### config.mk
export PLATFORM = sky130hd
export DESIGN_NAME = spi_mem_arbiter
export DESIGN_NICKNAME = d
export VERILOG_FILES = /design/src/rtl/spi_mem_arbiter.sv
export SDC_FILE = /design/constraint.sdc
export NUM_CORES = 1
export LEC_CHECK = 0
export ABC_AREA = 1
export ABC_CLOCK_PERIOD_IN_PS = 1600
export BUFFER_PORTS_ARGS = -buffer_cell sky130_fd_sc_hd__buf_2
export CAP_MARGIN = 5
export CORE_MARGIN = 4
export CORE_UTILIZATION = 25
export CTS_CLUSTER_SIZE = 8
export DETAILED_ROUTE_END_ITERATION = 16
export GPL_TIMING_DRIVEN = 0
export PLACE_DENSITY_LB_ADDON = 0.12
export SLEW_MARGIN = 10
export SYNTH_ARGS = -nofsm -noshare
export SYNTH_HDL_FRONTEND = slang
export SYNTH_SLANG_ARGS = --single-unit
### constraint.sdc
create_clock -name clk -period 1.6 [get_ports clk]
set_clock_uncertainty 0.1 [all_clocks]
set_input_delay 0.24 -clock clk [delete_from_list [all_inputs] [get_ports clk]]
set_output_delay 0.24 -clock clk [all_outputs]
set_load 0.02 [all_outputs]
### src/rtl/spi_mem_arbiter.sv
// ============================================================================
// Module      : spi_mem_arbiter
// Description : Shares one SPI flash reader between instruction fetch (IF)
//               and data load (D). Round-robin arbitration, one outstanding
//               transaction, level start/done handshake to the reader,
//               response routing, and a watchdog that aborts a hung read.
// Revision    : 1.0 - initial release
// ============================================================================
`default_nettype none

module spi_mem_arbiter #(
    parameter int ADDR_W         = 24,
    parameter int TIMEOUT_CYCLES = 1024
) (
    input  logic              clk,
    input  logic              rst_n,
    input  logic              if_req,
    input  logic [ADDR_W-1:0] if_addr,
    output logic              if_gnt,
    output logic              if_rvalid,
    input  logic              d_req,
    input  logic [ADDR_W-1:0] d_addr,
    output logic              d_gnt,
    output logic              d_rvalid,
    output logic [31:0]       rsp_data,
    output logic              rsp_err,
    output logic              mem_start,
    output logic [ADDR_W-1:0] mem_addr,
    input  logic [31:0]       mem_data,
    input  logic              mem_done,
    output logic              busy
);

    // Counter is at least one bit wide so the disabled build still elaborates.
    localparam int CNT_W = (TIMEOUT_CYCLES > 0) ? $clog2(TIMEOUT_CYCLES + 1) : 1;

    typedef enum logic [1:0] {
        ST_IDLE    = 2'd0,
        ST_BUSY    = 2'd1,
        ST_RELEASE = 2'd2
    } state_t;

    state_t             state_q, state_d;
    logic               owner_is_d_q, owner_is_d_d;   // owner of current transaction
    logic               last_is_d_q, last_is_d_d;     // last granted port (0 = IF)
    logic [CNT_W-1:0]   cnt_q, cnt_d;
    logic               if_gnt_q, if_gnt_d;
    logic               d_gnt_q, d_gnt_d;
    logic               if_rvalid_q, if_rvalid_d;
    logic               d_rvalid_q, d_rvalid_d;
    logic [31:0]        rsp_data_q, rsp_data_d;
    logic               rsp_err_q, rsp_err_d;
    logic               mem_start_q, mem_start_d;
    logic [ADDR_W-1:0]  mem_addr_q, mem_addr_d;
    logic               busy_q, busy_d;

    logic               grant_to_d;
    logic               wdog_expire;

    // Watchdog expiry decode; tied off when the watchdog is disabled.
    generate
        if (TIMEOUT_CYCLES > 0) begin : g_wdog_on
            localparam logic [CNT_W-1:0] CNT_LAST = CNT_W'(TIMEOUT_CYCLES - 1);
            assign wdog_expire = (cnt_q == CNT_LAST);
        end else begin : g_wdog_off
            assign wdog_expire = 1'b0;
        end
    endgenerate

    // Next-state and next-output computation for the arbiter FSM.
    always_comb begin
        state_d      = state_q;
        owner_is_d_d = owner_is_d_q;
        last_is_d_d  = last_is_d_q;
        cnt_d        = cnt_q;
        if_gnt_d     = 1'b0;
        d_gnt_d      = 1'b0;
        if_rvalid_d  = 1'b0;
        d_rvalid_d   = 1'b0;
        rsp_data_d   = rsp_data_q;
        rsp_err_d    = rsp_err_q;
        mem_start_d  = mem_start_q;
        mem_addr_d   = mem_addr_q;
        grant_to_d   = 1'b0;

        case (state_q)
            ST_IDLE: begin
                if (if_req || d_req) begin
                    // D wins when alone, or on a tie when IF went last.
                    grant_to_d   = d_req && (!if_req || !last_is_d_q);
                    state_d      = ST_BUSY;
                    owner_is_d_d = grant_to_d;
                    last_is_d_d  = grant_to_d;
                    if_gnt_d     = !grant_to_d;
                    d_gnt_d      = grant_to_d;
                    mem_start_d  = 1'b1;
                    mem_addr_d   = grant_to_d ? d_addr : if_addr;
                    cnt_d        = '0;
                end
            end
            ST_BUSY: begin
                if (mem_done) begin
                    // A done arriving on the expiry cycle still counts as success.
                    rsp_data_d  = mem_data;
                    rsp_err_d   = 1'b0;
                    if_rvalid_d = !owner_is_d_q;
                    d_rvalid_d  = owner_is_d_q;
                    mem_start_d = 1'b0;
                    state_d     = ST_RELEASE;
                end else if (wdog_expire) begin
                    rsp_data_d  = '0;
                    rsp_err_d   = 1'b1;
                    if_rvalid_d = !owner_is_d_q;
                    d_rvalid_d  = owner_is_d_q;
                    mem_start_d = 1'b0;
                    state_d     = ST_RELEASE;
                end else begin
                    cnt_d = cnt_q + CNT_W'(1);
                end
            end
            ST_RELEASE: begin
                // Do not re-arm the reader until it has dropped done.
                if (!mem_done) begin
                    state_d = ST_IDLE;
                end
            end
            default: begin
                state_d     = ST_IDLE;
                mem_start_d = 1'b0;
            end
        endcase

        busy_d = (state_d != ST_IDLE);
    end

    // State and registered outputs; synchronous active-low reset.
    always_ff @(posedge clk) begin
        if (!rst_n) begin
            state_q      <= ST_IDLE;
            owner_is_d_q <= 1'b0;
            last_is_d_q  <= 1'b0;
            cnt_q        <= '0;
            if_gnt_q     <= 1'b0;
            d_gnt_q      <= 1'b0;
            if_rvalid_q  <= 1'b0;
            d_rvalid_q   <= 1'b0;
            rsp_data_q   <= '0;
            rsp_err_q    <= 1'b0;
            mem_start_q  <= 1'b0;
            mem_addr_q   <= '0;
            busy_q       <= 1'b0;
        end else begin
            state_q      <= state_d;
            owner_is_d_q <= owner_is_d_d;
            last_is_d_q  <= last_is_d_d;
            cnt_q        <= cnt_d;
            if_gnt_q     <= if_gnt_d;
            d_gnt_q      <= d_gnt_d;
            if_rvalid_q  <= if_rvalid_d;
            d_rvalid_q   <= d_rvalid_d;
            rsp_data_q   <= rsp_data_d;
            rsp_err_q    <= rsp_err_d;
            mem_start_q  <= mem_start_d;
            mem_addr_q   <= mem_addr_d;
            busy_q       <= busy_d;
        end
    end

    assign if_gnt    = if_gnt_q;
    assign d_gnt     = d_gnt_q;
    assign if_rvalid = if_rvalid_q;
    assign d_rvalid  = d_rvalid_q;
    assign rsp_data  = rsp_data_q;
    assign rsp_err   = rsp_err_q;
    assign mem_start = mem_start_q;
    assign mem_addr  = mem_addr_q;
    assign busy      = busy_q;

endmodule

`default_nettype wire

==> qor.yml, run 1 <==
crit_required_ps: 1730
vias: 3178
synth_nets: 487
hpwl_um: 6660
p_seq_frac: 0.426
path_max_fanout: 4
io_pins: 148
p_per_area_nw_per_um2: 1040
path_clk_slew_ps: 60
cts_made_buffers: 9
cp_cell_sequence: "ha_4 -> nand2_4 -> nor2_4 -> nand3_4 -> nand3_4 -> buf_4 -> inv_1 -> o21ai_0 -> nor2_1"
crit_path_top_delay_cell: "dfxtp_4"
maxCapViolations: 0
path_delay_family: "simple AND/OR/NAND/NOR gates"
core-area_um2: 12000
outcome: "completed"
die_h_um: 118
synth_seq_cells: 77
yosysTopAreaCell: "dfxtp_1"
track_usage: 0.132
cts_tree: "yes"
worstSkewPairLatency_ps: 330
synth_ff_type: "dfxtp_1"
die_area_um2: 14000
gr-total-overflow: 0
clock_tree.root_cell: "clkbuf_16"
drtAntennaViolNets: 0
max_stage_delay_ps: 360
h-tree-depth: 3
worstPathArrival_ps: 1660
synthTopCellsByArea: "dfxtp_1 51%, nand2_1 21%, a21oi_1 6.4%"
p_sw_frac: 0.273
synth_edf_count: 0
start_kind: "register"
via_per_inst: 4.25
setup_viol: 0
worst_slew_pin_slew_ps: 466
whs_ps: 13.9
internal_power_mw: 3.59
cp_common_cell: "nand3_4"
combPwrFrac: 0.176
drive_above_1_share: 0.370
dp_cells: 695
grt_max_degree: 13
hold_viol_final: 0
ir_worst_vdd_mv: 0.471
path_class: "reg -> reg"
yosysMostFrequentCell: "nand2_1"
slew_violations: 0
area_delta_synth_final_pct: 55.7
firstDrtPassIters: 4
ys_async_sr_fraction: 0
fmax_mhz: 651
port_buffers: 147
gp_congestion: 0.720
final_cells: 747
yosysTopAreaCellShare: 0.506
antenna_found_initial: 0
hold_class: "in -> reg"
synthTopCellsByCount: "168 x nand2_1, 77 x dfxtp_1, 39 x a21oi_1"
grt_setup_unrepaired: "true"
ys_types: 24
tns_ps: 0
rows: 40
numClockSinks: 77
fillers: 1261
clock_power_share: 0.398
ys_seq_area_frac: 0.506
yosys_warnings: 0
syn-cell-area_um2: 3040
p_leak_nw: 2.25
switchingPower_mw: 1.35
routed_wl_um: 9180
routedWlPerCell_um: 12.3
period_share: 0.960
cts_max_path_buffers: 2
slew_headroom: 0.690
grt_pass1_wl_um: 15000
syn-mean-instance-area_um2: 7.59
worst-path-buf-inv: 2
die_w_um: 118
layout_min_cycle_time_ps: 1540
drtIter0Drc: 117
nNetsFinal: 681
insertedDiodeCount: 0
critPathCaptureType: "register"
start_util: 0.254
grt_pass1_vias: 3138
syn_inst: 401
drc_errors: 0
## per-layer routing
layer  up-vias  part of all wire  GRT usage
met5         -                 0          0
met4         0             0.016     0.0549
met3        11             0.097     0.0555
met2       124              0.43      0.200
met1      1383              0.45      0.163
li1       1660                 -          -
## cells by family after synthesis
logic type,after synthesis,share of synthesized area
xor gates and xnor gates,1,0.00288
and+or+nand+nor,235,0.336
DFF,77,0.506
buffers and inverters,38,0.0649
AOI/OAI and AO/OA,49,0.0855
adders and majority gates,1,0.00411
## flip-flops by register name, indices dropped and copies added (netlist names), 2 cells and up
signal	flops
rsp_data	32
mem_addr	24
cnt_q	11
state_q	2
## cell usage in the layout, fill, tap and decap left out, types with 3 or more instances in the layout
cell | netlist | routed
nand2_1 | 168 | 166
buf_2 | 2 | 147
dfxtp_1 | 77 | 72
a21oi_1 | 39 | 39
nand3_1 | 35 | 35
dlygate4sd3_1 | 0 | 23
nor2_1 | 17 | 16
inv_1 | 15 | 15
clkbuf_16 | 0 | 11
buf_4 | 4 | 11
buf_6 | 5 | 9
nor2_4 | 3 | 5
o21ai_0 | 5 | 5
clkbuf_2 | 0 | 4
a21oi_2 | 4 | 4
clkbuf_1 | 7 | 4
inv_4 | 0 | 3
clkbuf_8 | 0 | 3
dfxtp_2 | 0 | 3
## worst register-to-register path: cells and delay by family (launching register included)
| family | cells | cell delay [ps] |
|---|---|---|
| adders and majority gates | 1 | 150 |
| and+or+nand+nor | 5 | 480 |
| DFF | 1 | 360 |
| AOI/OAI and AO/OA | 1 | 160 |
| buffers and inverters | 2 | 180 |
## final cells by class
cell class / count / area [um2] / area share
Buffer: 18 / 163 / 0.0343
Clock buffer: 13 / 270 / 0.0570
Clock inverter: 3 / 18.8 / 0.00396
Inverter: 20 / 82.6 / 0.0174
Multi-Input combinational cell: 286 / 1370 / 0.289
Sequential cell: 77 / 1550 / 0.328
Tap cell: 147 / 184 / 0.0388
Timing Repair Buffer: 183 / 1100 / 0.232
## final timing paths
check                           depth (start not counted)          end  slack, ps  startpoint
worst min-delay path                                    3  mem_addr[5]         10  if_addr[5]
worst max-delay path                                    9     cnt_q[0]         60    cnt_q[0]
worst max register to register                          9     cnt_q[0]         60    cnt_q[0]
worst min register to register                          2    cnt_q[10]        350   cnt_q[10]
## what timing repair did
action	4_1_cts	5_1_grt
hold buffers	23	0
cloned	0	3
pin swaps	2	5
gates resized for setup	8	33
buffers inserted	4	6
setup endpoints to repair	42	70
endpoints found under the hold margin	23	0
## power groups by stage
stage / logic, mW / registers, mW / clock network, mW
global route: 0.960 / 2.12 / 2.13
global placement: 0.741 / 2.14 / 0
floorplan: 0.289 / 2.28 / 0
detailed placement: 0.744 / 2.14 / 0
CTS: 0.799 / 2.10 / 2.05
finish: 0.872 / 2.11 / 1.97
## stage by stage
step / instance area (um2) / worst slack, ps / power, mW / util
after detailed placement: 3960 / -222 / 2.89 / 0.331
final: 4740 / 63.7 / 4.95 / 0.396
after floorplan: 3040 / 51.6 / 2.57 / -
after global placement: 3960 / -193 / 2.88 / 0.331
after global routing: 4740 / -24.3 / 5.21 / 0.396
after CTS: 4530 / -6.95 / 4.95 / 0.379
Power figures use the tool's default switching activity.
==> run 2: changes to the inputs <==
- CELL_PAD_IN_SITES_DETAIL_PLACEMENT: not set -> 1
- CELL_PAD_IN_SITES_GLOBAL_PLACEMENT: not set -> 2
- CORE_UTILIZATION: 25 -> 21
==> qor.yml, run 2 (synthesis gave the netlist of run 1 again) <==
clock_tree.root_cell: "clkbuf_16"
layout_min_cycle_time_ps: 1540
area_delta_synth_final_pct: 59.6
p_per_area_nw_per_um2: 1010
period_share: 0.959
crit_path_top_delay_cell: "dfxtp_4"
grt_pass1_wl_um: 17500
rows: 43
die_w_um: 128
vias: 3323
worstPathArrival_ps: 1670
crit_required_ps: 1730
drtIter0Drc: 69
final_common_cell: "nand2_1"
die_area_um2: 16500
cts_tree: "yes"
path_max_fanout: 6
clock_power_share: 0.384
slew_headroom: 0.670
start_util: 0.217
cts_made_buffers: 9
nNetsFinal: 690
cp_cell_sequence: "ha_4 -> nand2_4 -> nor2_4 -> nand3_4 -> nand3_4 -> nand2_8 -> clkbuf_16 -> a21oi_2 -> nor2_1"
firstDrtPassIters: 4
final_cells: 788
max_stage_delay_ps: 360
p_sw_frac: 0.284
port_buffers: 147
routedWlPerCell_um: 14.0
largest_reg_flops: 32
p_seq_frac: 0.430
path_class: "reg -> reg"
path_delay_family: "simple AND/OR/NAND/NOR gates"
worstSkewPairLatency_ps: 340
post-place-ws_ps: -381
track_usage: 0.134
h-tree-depth: 3
start_kind: "register"
routed_wl_um: 11100
ir_worst_vdd_mv: 0.463
drtAntennaViolNets: 0
drive_above_1_share: 0.372
final_cell_mix: "164 x nand2_1, 147 x buf_2, 71 x dfxtp_1"
internal_power_mw: 3.51
grt_max_degree: 13
switchingPower_mw: 1.39
gr-total-overflow: 0
worst-path-buf-inv: 1
outcome: "completed"
gp_congestion: 0.697
critPathCaptureType: "register"
hpwl_um: 8100
grt_pass1_vias: 3594
setup_viol: 0
cts_max_path_buffers: 2
worst_slew_pin_slew_ps: 495
hold_viol_final: 0
drc_errors: 0
p_leak_nw: 2.27
numClockSinks: 77
slew_violations: 0
antenna_found_initial: 0
maxCapViolations: 0
combPwrFrac: 0.187
die_h_um: 128
core-area_um2: 14000
hold_class: "in -> reg"
path_clk_slew_ps: 60
cp_common_cell: "nand3_4"
via_per_inst: 4.22
dp_cells: 728
io_pins: 148
fmax_mhz: 651
grt_setup_unrepaired: "true"
finalWorstSetupSlack_ps: 64.9
run 2: per-layer routing:
metal  track usage  up-vias  part of all wire
li1              -     1680                 -
met5             0        -                 0
met1         0.152     1521              0.42
met2         0.224      104              0.47
met4        0.0587        0             0.020
met3        0.0506       18             0.090
run 2: metrics by stage:
| step | util | hold WS [ps] | setup TNS [ps] | total power [mW] | instance area, um2 |
|---|---|---|---|---|---|
| 2_1_floorplan | - | 238 | 0 | 2.57 | 3040 |
| 3_3_place_gp | 0.285 | 332 | -15110 | 2.90 | 4010 |
| 3_5_place_dp | 0.285 | 340 | -16480 | 2.91 | 4010 |
| 4_1_cts | 0.334 | 0.0144 | 0 | 4.94 | 4700 |
| 5_1_grt | 0.346 | 13.9 | -256 | 5.16 | 4850 |
| 6_report | 0.346 | 10.6 | 0 | 4.90 | 4860 |
run 2: timing repair:
| item | CTS | global route |
|---|---|---|
| setup buffers | 3 | 5 |
| gates resized for setup | 23 | 26 |
| cloned | 1 | 4 |
| pin swaps | 2 | 5 |
| setup endpoints to repair | 72 | 68 |
| hold endpoints to repair | 23 | 0 |
| hold buffers | 32 | 0 |
run 2: worst min-delay path, cell delays in order:
cell and delay [ps]:
buf_2 70, nand2_1 40, nand3_1 60
run 2: final timing paths:
check | startpoint | to | slack, ps | depth (start not counted)
setup / recovery | cnt_q[1] | cnt_q[6] | 60 | 9
hold / removal | if_addr[1] | mem_addr[1] | 10 | 3
setup reg to reg | cnt_q[1] | cnt_q[6] | 60 | 9
hold reg to reg | rsp_data[25] | rsp_data[25] | 360 | 2
run 2: power by group through the flow:
stage / Clock [mW] / Combinational (mW) / Sequential, mW
after global placement: 0 / 0.760 / 2.14
after global routing: 2.03 / 1.01 / 2.12
after floorplan: 0 / 0.289 / 2.28
final: 1.88 / 0.915 / 2.11
after CTS: 1.97 / 0.863 / 2.10
after detailed placement: 0 / 0.768 / 2.14
run 2: layout make-up:
cell class,instances,area [um2]
plain buffers,18,166
clock inverters,4,26.3
clock buffers,10,239
well taps,180,225
repair buffers,192,1190
fillers,1745,9190
inverters,20,82.6
flip-flops and latches,77,1550
diodes,1,2.50
multi-input cells,286,1370
==> run 3: changes to the inputs <==
- ABC_CLOCK_PERIOD_IN_PS: 1600 -> 1900
- CORE_UTILIZATION: 21 -> 25
- clock period: 1.6 -> 1.9 ns (I/O delays scaled with it)
==> qor.yml, run 3 (synthesis gave the netlist of run 1 again) <==
rows: 40
multi_input_area_um2: 1310
r2r_cells: 9
final_common_cell: "nand2_1"
layout_min_cycle_time_ps: 1780
worstSkewPairLatency_ps: 330
worst_slew_pin_slew_ps: 570
routedWlPerCell_um: 13.4
drtIter0Drc: 104
drive_above_1_share: 0.351
firstDrtPassIters: 4
numClockSinks: 77
hold_start: "d_addr[6]"
whs_ps: 48.7
clock_tree.root_cell: "clkbuf_16"
rrSetupSlack_ps: 120
setup_viol: 0
final_core_util: 0.361
routed_wl_um: 9550
worstPathArrival_ps: 1870
gr-total-overflow: 0
register_area_um2: 1540
r2r_end: "rsp_data[4]"
fillers: 1512
holdPathEnd: "mem_addr[6]"
power.total_mw: 4.35
hold_viol_final: 0
drc_errors: 0
maxCapViolations: 0
vias: 3075
hold_depth: 3
p_leak_nw: 2.05
hpwl_um: 7290
critPathCaptureType: "register"
hold_class: "in -> reg"
period_share: 0.937
path_class: "reg -> reg"
drtAntennaViolNets: 0
p_per_area_nw_per_um2: 1010
gp_congestion: 0.722
port_buffers: 147
start_util: 0.254
core-area_um2: 12000
track_usage: 0.136
insertedDiodeCount: 0
slew_violations: 0
h-tree-depth: 3
via_per_inst: 4.32
io_pins: 148
outcome: "completed"
path_clk_slew_ps: 60
die_h_um: 118
hold_buffers: 0
grt_max_degree: 13
nNetsFinal: 647
crit_required_ps: 1990
largest_reg_flops: 32
grt_pass1_vias: 3198
worstReg2RegStart: "cnt_q[1]"
ir_worst_vdd_mv: 0.445
final_cell_mix: "168 x nand2_1, 148 x buf_2, 77 x dfxtp_1"
fmax_mhz: 561
cts_max_path_buffers: 2
die_area_um2: 14000
grt_pass1_wl_um: 15300
cts_made_buffers: 9
slew_headroom: 0.620
antenna_found_initial: 0
cts_tree: "yes"
die_w_um: 118
path_max_fanout: 10
start_kind: "register"
area_delta_synth_final_pct: 41.9
[run 3: worst max path at each step]
stage / to / slack, ps / start
final: rsp_data[4] / 120 / cnt_q[1]
after detailed placement: rsp_data[18] / 3 / rst_n
after floorplan: rsp_data[4] / 350 / cnt_q[0]
after global placement: rsp_data[20] / 60 / rst_n
after global routing: rsp_data[13] / -20 / cnt_q[1]
after CTS: rsp_data[4] / 90 / cnt_q[1]
[run 3: power by group]
group / switching [mW] / leakage (nW) / internal, mW
Clock: 0.657 / 0.161 / 1.30
Combinational: 0.391 / 1.26 / 0.229
Sequential: 0.0517 / 0.629 / 1.72
Total: 1.10 / 2.05 / 3.25
[run 3: layout make-up]
| type | instances | area share |
|---|---|---|
| clock buffer | 10 | 0.0553 |
| sequential | 77 | 0.357 |
| tap | 147 | 0.0426 |
| multi-input combinational | 286 | 0.303 |
| inverter | 20 | 0.0174 |
| timing repair buffer | 149 | 0.174 |
| buffer | 18 | 0.0290 |
| clock inverter | 4 | 0.0226 |
[run 3: what timing repair did]
action	4_1_cts	5_1_grt
buffers inserted	0	2
setup endpoints to repair	0	13
resized for setup	0	3
[run 3: stage by stage]
step	std cells	TNS [ps]	instance area, um2	setup WS [ps]
finish	711	0	4320	119
global placement	695	0	3960	56.1
floorplan	401	0	3040	352
CTS	709	0	4300	90.8
global route	711	-102	4320	-17.6
detailed placement	695	0	3960	3.40
[run 3: layer usage]
layer  wire [um]  part of all wire  GRT usage
met1        4330              0.45      0.162
met2        4100              0.43      0.213
met3         961              0.10     0.0612
met4         155             0.016     0.0549
met5           0                 0          0
[run 3: critical path, stage by stage (launching register included)]
cell     delay [ps]
dfxtp_1         370
ha_2            210
nand2_1         130
nor2_4          200
nand3_4         110
nand2_2          90
nand2_4          90
buf_2           210
nand2_1          70
a21oi_1          50
